===== src/rtl/mem_stage_pipe.sv =====
// mem_stage_pipe: MEM pipeline stage between EX and WB.
// Waits for the data-SRAM response of an in-flight load/store, buffers it while WB stalls,
// extracts and extends load data, and drops stale responses after a flush.
// Optional feature macro: MEM_STAGE_FWD_EN (adds the ms_fwd_* forwarding outputs).
module mem_stage_pipe #(
    parameter int unsigned DATA_W    = 32,
    parameter int unsigned PC_W      = 32,
    parameter int unsigned RF_ADDR_W = 5,
    parameter int unsigned MAX_OUTST = 2
) (
    input  logic                        clk,
    input  logic                        reset,
    input  logic                        es2ms_valid,
    output logic                        ms_allowin,
    input  logic [PC_W-1:0]             es_pc,
    input  logic                        es_mem_req,
    input  logic [2:0]                  es_ld_op,
    input  logic                        es_res_from_mem,
    input  logic                        es_rf_we,
    input  logic [RF_ADDR_W-1:0]        es_rf_waddr,
    input  logic [DATA_W-1:0]           es_alu_result,
    input  logic                        data_sram_data_ok,
    input  logic [DATA_W-1:0]           data_sram_rdata,
    input  logic                        ms_flush,
    output logic                        ms_discard_busy,
    output logic                        ms2ws_valid,
    input  logic                        ws_allowin,
    output logic [PC_W-1:0]             ms_pc,
`ifdef MEM_STAGE_FWD_EN
    output logic                        ms_fwd_we,
    output logic [RF_ADDR_W-1:0]        ms_fwd_waddr,
    output logic [DATA_W-1:0]           ms_fwd_wdata,
    output logic                        ms_fwd_stall,
`endif
    output logic [RF_ADDR_W+DATA_W:0]   ms_rf_zip
);

    localparam int unsigned CNT_W  = (MAX_OUTST < 1) ? 1 : $clog2(MAX_OUTST + 1);
    localparam int unsigned SUM_W  = CNT_W + 2;
    localparam int unsigned LANE_W = $clog2(DATA_W / 8);

    typedef enum logic [2:0] {
        LdW  = 3'd0,
        LdB  = 3'd1,
        LdBu = 3'd2,
        LdH  = 3'd3,
        LdHu = 3'd4,
        LdWu = 3'd5,
        LdD  = 3'd6
    } ld_op_e;

    logic                 r_valid;
    logic [PC_W-1:0]      r_pc;
    logic                 r_mem_req;
    logic [2:0]           r_ld_op;
    logic                 r_res_from_mem;
    logic                 r_rf_we;
    logic [RF_ADDR_W-1:0] r_rf_waddr;
    logic [DATA_W-1:0]    r_alu_result;
    logic [DATA_W-1:0]    r_rdata_buf;
    logic                 r_got;
    logic [CNT_W-1:0]     r_discard_cnt;

    logic                 w_deliver;
    logic                 w_drop;
    logic                 w_ready_go;
    logic                 w_capture;
    logic                 w_waiting;
    logic                 w_inc_wait;
    logic                 w_inc_ex;
    logic [SUM_W-1:0]     w_cnt_sum;
    logic [DATA_W-1:0]    w_ld_src;
    logic [LANE_W-1:0]    w_lane;
    logic                 w_word_hi;
    logic [DATA_W-1:0]    w_shift_b;
    logic [DATA_W-1:0]    w_shift_h;
    logic [DATA_W-1:0]    w_shift_w;
    logic [DATA_W-1:0]    w_ld_data;
    logic [DATA_W-1:0]    w_rf_wdata;

    // Handshake and discard-counter arithmetic
    always_comb begin
        w_deliver  = data_sram_data_ok & (r_discard_cnt == '0);
        w_drop     = data_sram_data_ok & (r_discard_cnt != '0);
        w_ready_go = ~r_mem_req | r_got | w_deliver;
        w_waiting  = r_valid & r_mem_req & ~r_got;
        ms_allowin = ~r_valid | (w_ready_go & ws_allowin);
        ms2ws_valid = r_valid & w_ready_go & ~ms_flush;
        w_capture  = es2ms_valid & ms_allowin & ~ms_flush;
        // On flush, the killed MEM request and a request just issued by EX still owe responses
        w_inc_wait = ms_flush & w_waiting & ~data_sram_data_ok;
        w_inc_ex   = ms_flush & es2ms_valid & es_mem_req;
        w_cnt_sum  = SUM_W'(r_discard_cnt) + SUM_W'(w_inc_wait) + SUM_W'(w_inc_ex)
                   - SUM_W'(w_drop);
        ms_discard_busy = (r_discard_cnt != '0);
    end

    // Load data select, lane extraction and sign/zero extension
    always_comb begin
        w_ld_src  = r_got ? r_rdata_buf : data_sram_rdata;
        w_lane    = r_alu_result[LANE_W-1:0];
        w_word_hi = (DATA_W == 64) ? r_alu_result[2] : 1'b0;
        w_shift_b = w_ld_src >> {w_lane, 3'b000};
        w_shift_h = w_ld_src >> {w_lane[LANE_W-1:1], 4'b0000};
        w_shift_w = w_ld_src >> {w_word_hi, 5'b00000};
        w_ld_data = w_ld_src;
        case (ld_op_e'(r_ld_op))
            LdW:     w_ld_data = DATA_W'($signed(w_shift_w[31:0]));
            LdB:     w_ld_data = DATA_W'($signed(w_shift_b[7:0]));
            LdBu:    w_ld_data = DATA_W'(w_shift_b[7:0]);
            LdH:     w_ld_data = DATA_W'($signed(w_shift_h[15:0]));
            LdHu:    w_ld_data = DATA_W'(w_shift_h[15:0]);
            LdWu:    w_ld_data = DATA_W'(w_shift_w[31:0]);
            LdD:     w_ld_data = w_ld_src;
            default: w_ld_data = w_ld_src;
        endcase
        w_rf_wdata = r_res_from_mem ? w_ld_data : r_alu_result;
    end

    // Writeback bundle and PC towards WB
    always_comb begin
        ms_pc     = r_pc;
        ms_rf_zip = {r_rf_we & r_valid, r_rf_waddr, w_rf_wdata};
    end

`ifdef MEM_STAGE_FWD_EN
    // Bypass towards EX/ID; stall while a load result is still outstanding
    always_comb begin
        ms_fwd_we    = r_valid & r_rf_we & (r_rf_waddr != '0);
        ms_fwd_waddr = r_rf_waddr;
        ms_fwd_wdata = w_rf_wdata;
        ms_fwd_stall = ms_fwd_we & r_res_from_mem & ~w_ready_go;
    end
`endif

    // Pipeline valid and EX field capture
    always_ff @(posedge clk) begin
        if (reset) begin
            r_valid        <= 1'b0;
            r_pc           <= '0;
            r_mem_req      <= 1'b0;
            r_ld_op        <= '0;
            r_res_from_mem <= 1'b0;
            r_rf_we        <= 1'b0;
            r_rf_waddr     <= '0;
            r_alu_result   <= '0;
        end else if (ms_flush) begin
            r_valid <= 1'b0;
        end else if (w_capture) begin
            r_valid        <= 1'b1;
            r_pc           <= es_pc;
            r_mem_req      <= es_mem_req;
            r_ld_op        <= es_ld_op;
            r_res_from_mem <= es_res_from_mem;
            r_rf_we        <= es_rf_we;
            r_rf_waddr     <= es_rf_waddr;
            r_alu_result   <= es_alu_result;
        end else if (w_ready_go & ws_allowin) begin
            r_valid <= 1'b0;
        end
    end

    // Response buffer: hold rdata until WB takes the instruction
    always_ff @(posedge clk) begin
        if (reset) begin
            r_got       <= 1'b0;
            r_rdata_buf <= '0;
        end else if (w_capture) begin
            r_got <= 1'b0;
        end else if (w_waiting & w_deliver) begin
            r_got       <= 1'b1;
            r_rdata_buf <= data_sram_rdata;
        end
    end

    // Outstanding stale-response counter
    always_ff @(posedge clk) begin
        if (reset) begin
            r_discard_cnt <= '0;
        end else begin
            r_discard_cnt <= w_cnt_sum[CNT_W-1:0];
        end
    end

`ifndef SYNTHESIS
    // Overflowing the discard counter means EX ignored ms_discard_busy
    always_ff @(posedge clk) begin
        if (!reset && (w_cnt_sum > SUM_W'(MAX_OUTST))) begin
            $error("mem_stage_pipe: discard counter exceeds MAX_OUTST");
        end
    end
`endif

endmodule


===== config.mk =====
export PLATFORM = sky130hd
export DESIGN_NAME = mem_stage_pipe
export DESIGN_NICKNAME = d
export VERILOG_FILES = /design/src/rtl/mem_stage_pipe.sv
export SDC_FILE = /design/constraint.sdc
export NUM_CORES = 1
export LEC_CHECK = 0
export ABC_AREA = 1
export BUFFER_PORTS_ARGS = -buffer_cell sky130_fd_sc_hd__buf_4
export CAP_MARGIN = 20
export CELL_PAD_IN_SITES_DETAIL_PLACEMENT = 2
export CELL_PAD_IN_SITES_GLOBAL_PLACEMENT = 2
export CORE_MARGIN = 4
export CORE_UTILIZATION = 27
export CTS_BUF_LIST = sky130_fd_sc_hd__clkbuf_8
export DETAILED_ROUTE_END_ITERATION = 8
export PLACE_DENSITY_LB_ADDON = 0.25
export SYNTH_ARGS = -nofsm -noshare
export SYNTH_HDL_FRONTEND = slang
export SYNTH_SLANG_ARGS = --single-unit

===== constraint.sdc =====
create_clock -name clk -period 1.9 [get_ports clk]
set_clock_uncertainty 0.05 [all_clocks]
set_input_delay 0.285 -clock clk [delete_from_list [all_inputs] [get_ports clk]]
set_output_delay 0.285 -clock clk [all_outputs]
set_load 0.02 [all_outputs]

==> run metrics <==
status finished with violations; violated checks setup timing; first-pass GRT wire length between 40,000 and 50,000 um; leak pwr between 0.004 and 0.005 uW; IO Count roughly 190; Post-Syn Area between 6000 and 7000 um2; main flop type after synthesis dfxtp_1; # rows 55; Tmin final around 2.3 ns; Yosys cell types 28; root buf cell clkbuf_8; DP Wirelength 19,100 um; post-layout power 5940 uW; critical path class reg2out; Final Setup Violations 32; via count around 7,000; highest metal used met4; metal2 WL 14,200 um; list of most frequent post-synthesis cells 237 x nor2_1, 214 x nand2_1, 119 x nand3_1; initial core utilization between 20% and 30%; antenna violations before repair 0; DR vias/cell a little under 5; ys async rst share 0%; vias in the first global route 7,488; met3 wire length around 1200 um; clock buffer depth 2; Initial DRC Count ~230; Setup WS post-layout -0.431 ns; CP Launch Type flop; area grow syn2layout 45.9%; TritonCTS clock tree yes; Synth Register Bits 111; Routed WL approximately 27,000 um; gr usage total 19.6%; clk_lat worst skew 0.40 ns; die height between 150 and 200 um; slew of the pin with the lowest slew margin between 0.4 and 0.5 ns; Num Clock Sinks roughly 110; Arrival @ worst endpoint about 2.0 ns; Worst Path Required about 1.6 ns; Num CTS Buffers 9; min-delay worst type in2reg; ANT cells 0; GRT overflow 0; Post-synth EDFFs 0; syn_nets roughly 1,100; Post-Syn Instances approximately 1,000; Peak Freq ~0.43 GHz; CTS H-tree depth 3; PortBufs about 190; final layout net count 1,288; Worst setup EP type output pin; drt pass-1 iters 4; Routed WL per cell 18.4 um; Residual DRC 0; worst hold margin between 0.02 and 0.025 ns; Synth area leader dfxtp_1; ratio of final minimum period to clock period 123%; most common cell in the netlist nor2_1; Synth top area share ~36%; die area between 20,000 and 30,000 um2; CP Max Fanout 8; yosys warns 0; die width about 160 um; average cell area after synthesis around 6.3 um2; core area around 23,000 um2; unrepaired setup endpoints after global routing true; Slew HR 68.7%; Pwr Density around 660 nW/um2; M1 WL 11,200 um; worst vdd ir between 0.0003 and 0.0004 V; fin. max-slew vios 0; largest net degree at the start of global routing 110; Final Hold Viols 0; Worst-path clk slew between 0.1 and 0.15 ns; Synth area leaders dfxtp_1 36%, nor2_1 14%, nand2_1 13%, nand3_1 9.6%, o21ai_0 6.3%; Max Cap Viol 0; Final ANT Viol Nets 0; ratio of cells with drive above 1 in the final layout between 30% and 40%; GP Congestion between 0.8 and 0.9; Seq/Total Area, Yosys 35.8%
through the flow:
| stage | utilization, % | worst slack (ns) | instances | area, um2 | setup TNS [ns] |
|---|---|---|---|---|---|
| 2_1_floorplan | - | 0.104 | 985 | 6210 | 0 |
| 3_3_place_gp | 35.5 | -0.0513 | 1434 | 8050 | -0.0513 |
| 3_5_place_dp | 35.5 | -0.109 | 1434 | 8050 | -0.494 |
| 4_1_cts | 37.8 | -0.383 | 1456 | 8560 | -10.77 |
| 5_1_grt | 40.0 | -0.533 | 1464 | 9050 | -14.92 |
| 6_report | 40.0 | -0.431 | 1464 | 9050 | -11.59 |
cell usage in the layout (no fill, tap or decap), drive strengths merged:
cell type	n
nor2	241
and2	3
clkinv	5
clkbuf	13
a31oi	6
a21boi	2
dlygate4sd3	1
o21a	1
o21ai	78
a211oi	1
fa	1
a21oi	23
inv	77
or2	16
nand3b	1
buf	237
dfxtp	111
nand3	140
nand2	222
power breakdown:
group / switching, uW / total, uW / internal (uW)
sequential: 80.0 / 2530 / 2450
combinational: 1060 / 1860 / 798
clock: 1010 / 1550 / 536
total: 2160 / 5940 / 3780
metal layers:
layer	GRT usage, %	vias to the layer above
li1	-	3474
met1	23.1	3480
met2	36.1	133
met3	4.62	21
met4	4.58	0
met5	0	-
cell families (layout without fill, tap and decap cells):
| logic type | count (synthesis) | in the layout | synth area share [%] |
|---|---|---|---|
| buf+inv | 139 | 333 | 10.6 |
| simple gates | 623 | 623 | 43.8 |
| fa+ha+maj | 1 | 1 | 0.323 |
| compound gates | 111 | 111 | 9.41 |
| flops | 111 | 111 | 35.8 |
area by class of cell:
type	count	area, um2
clock inverters	7	83.8
inverters	75	298
fillers	2707	13600
repair buffers	242	2170
flip-flops and latches	111	2240
clock buffers	9	124
multi-input cells	735	3780
well taps	285	357
what timing repair did:
action,4_1_cts,5_1_grt
setup endpoints to repair,32,33
gates cloned,0,5
buffers inserted,5,3
gates resized for setup,80,98
hold endpoints to repair,2,0
pin swaps,5,20
hold buffers,1,0
registers in the layout, indices dropped and copies added, names as in the netlist:
| signal | cells |
|---|---|
| r_rf_we | 1 |
| r_ld_op | 3 |
| r_valid | 1 |
| r_rdata_buf | 32 |
| ms_pc | 32 |
| r_mem_req | 1 |
| r_got | 1 |
| r_alu_result | 32 |
| r_res_from_mem | 1 |
| r_rf_waddr | 5 |
| r_discard_cnt | 2 |
worst max-delay path, stage by stage (launching register included):
cell and delay (ns):
dfxtp_4 0.40, buf_12 0.15, nand2_2 0.08, nand3_2 0.10, nand3_2 0.09, nand2_2 0.08
nand2_4 0.14, clkbuf_16 0.19, nand3_2 0.07, nand2_1 0.08, inv_1 0.05, buf_4 0.15
worst paths after layout:
kind	startpoint	endpoint	slack, ns	cells past startpoint
worst max-delay path	r_got	ms_rf_zip[18]	-0.43	11
worst min-delay path	ms_flush	r_valid	0.02	2
worst min register to register	r_rdata_buf[18]	r_rdata_buf[18]	0.44	2
worst max register to register	r_got	r_discard_cnt[1]	0.16	8
Note: power is estimated with default switching activity, not from simulation.
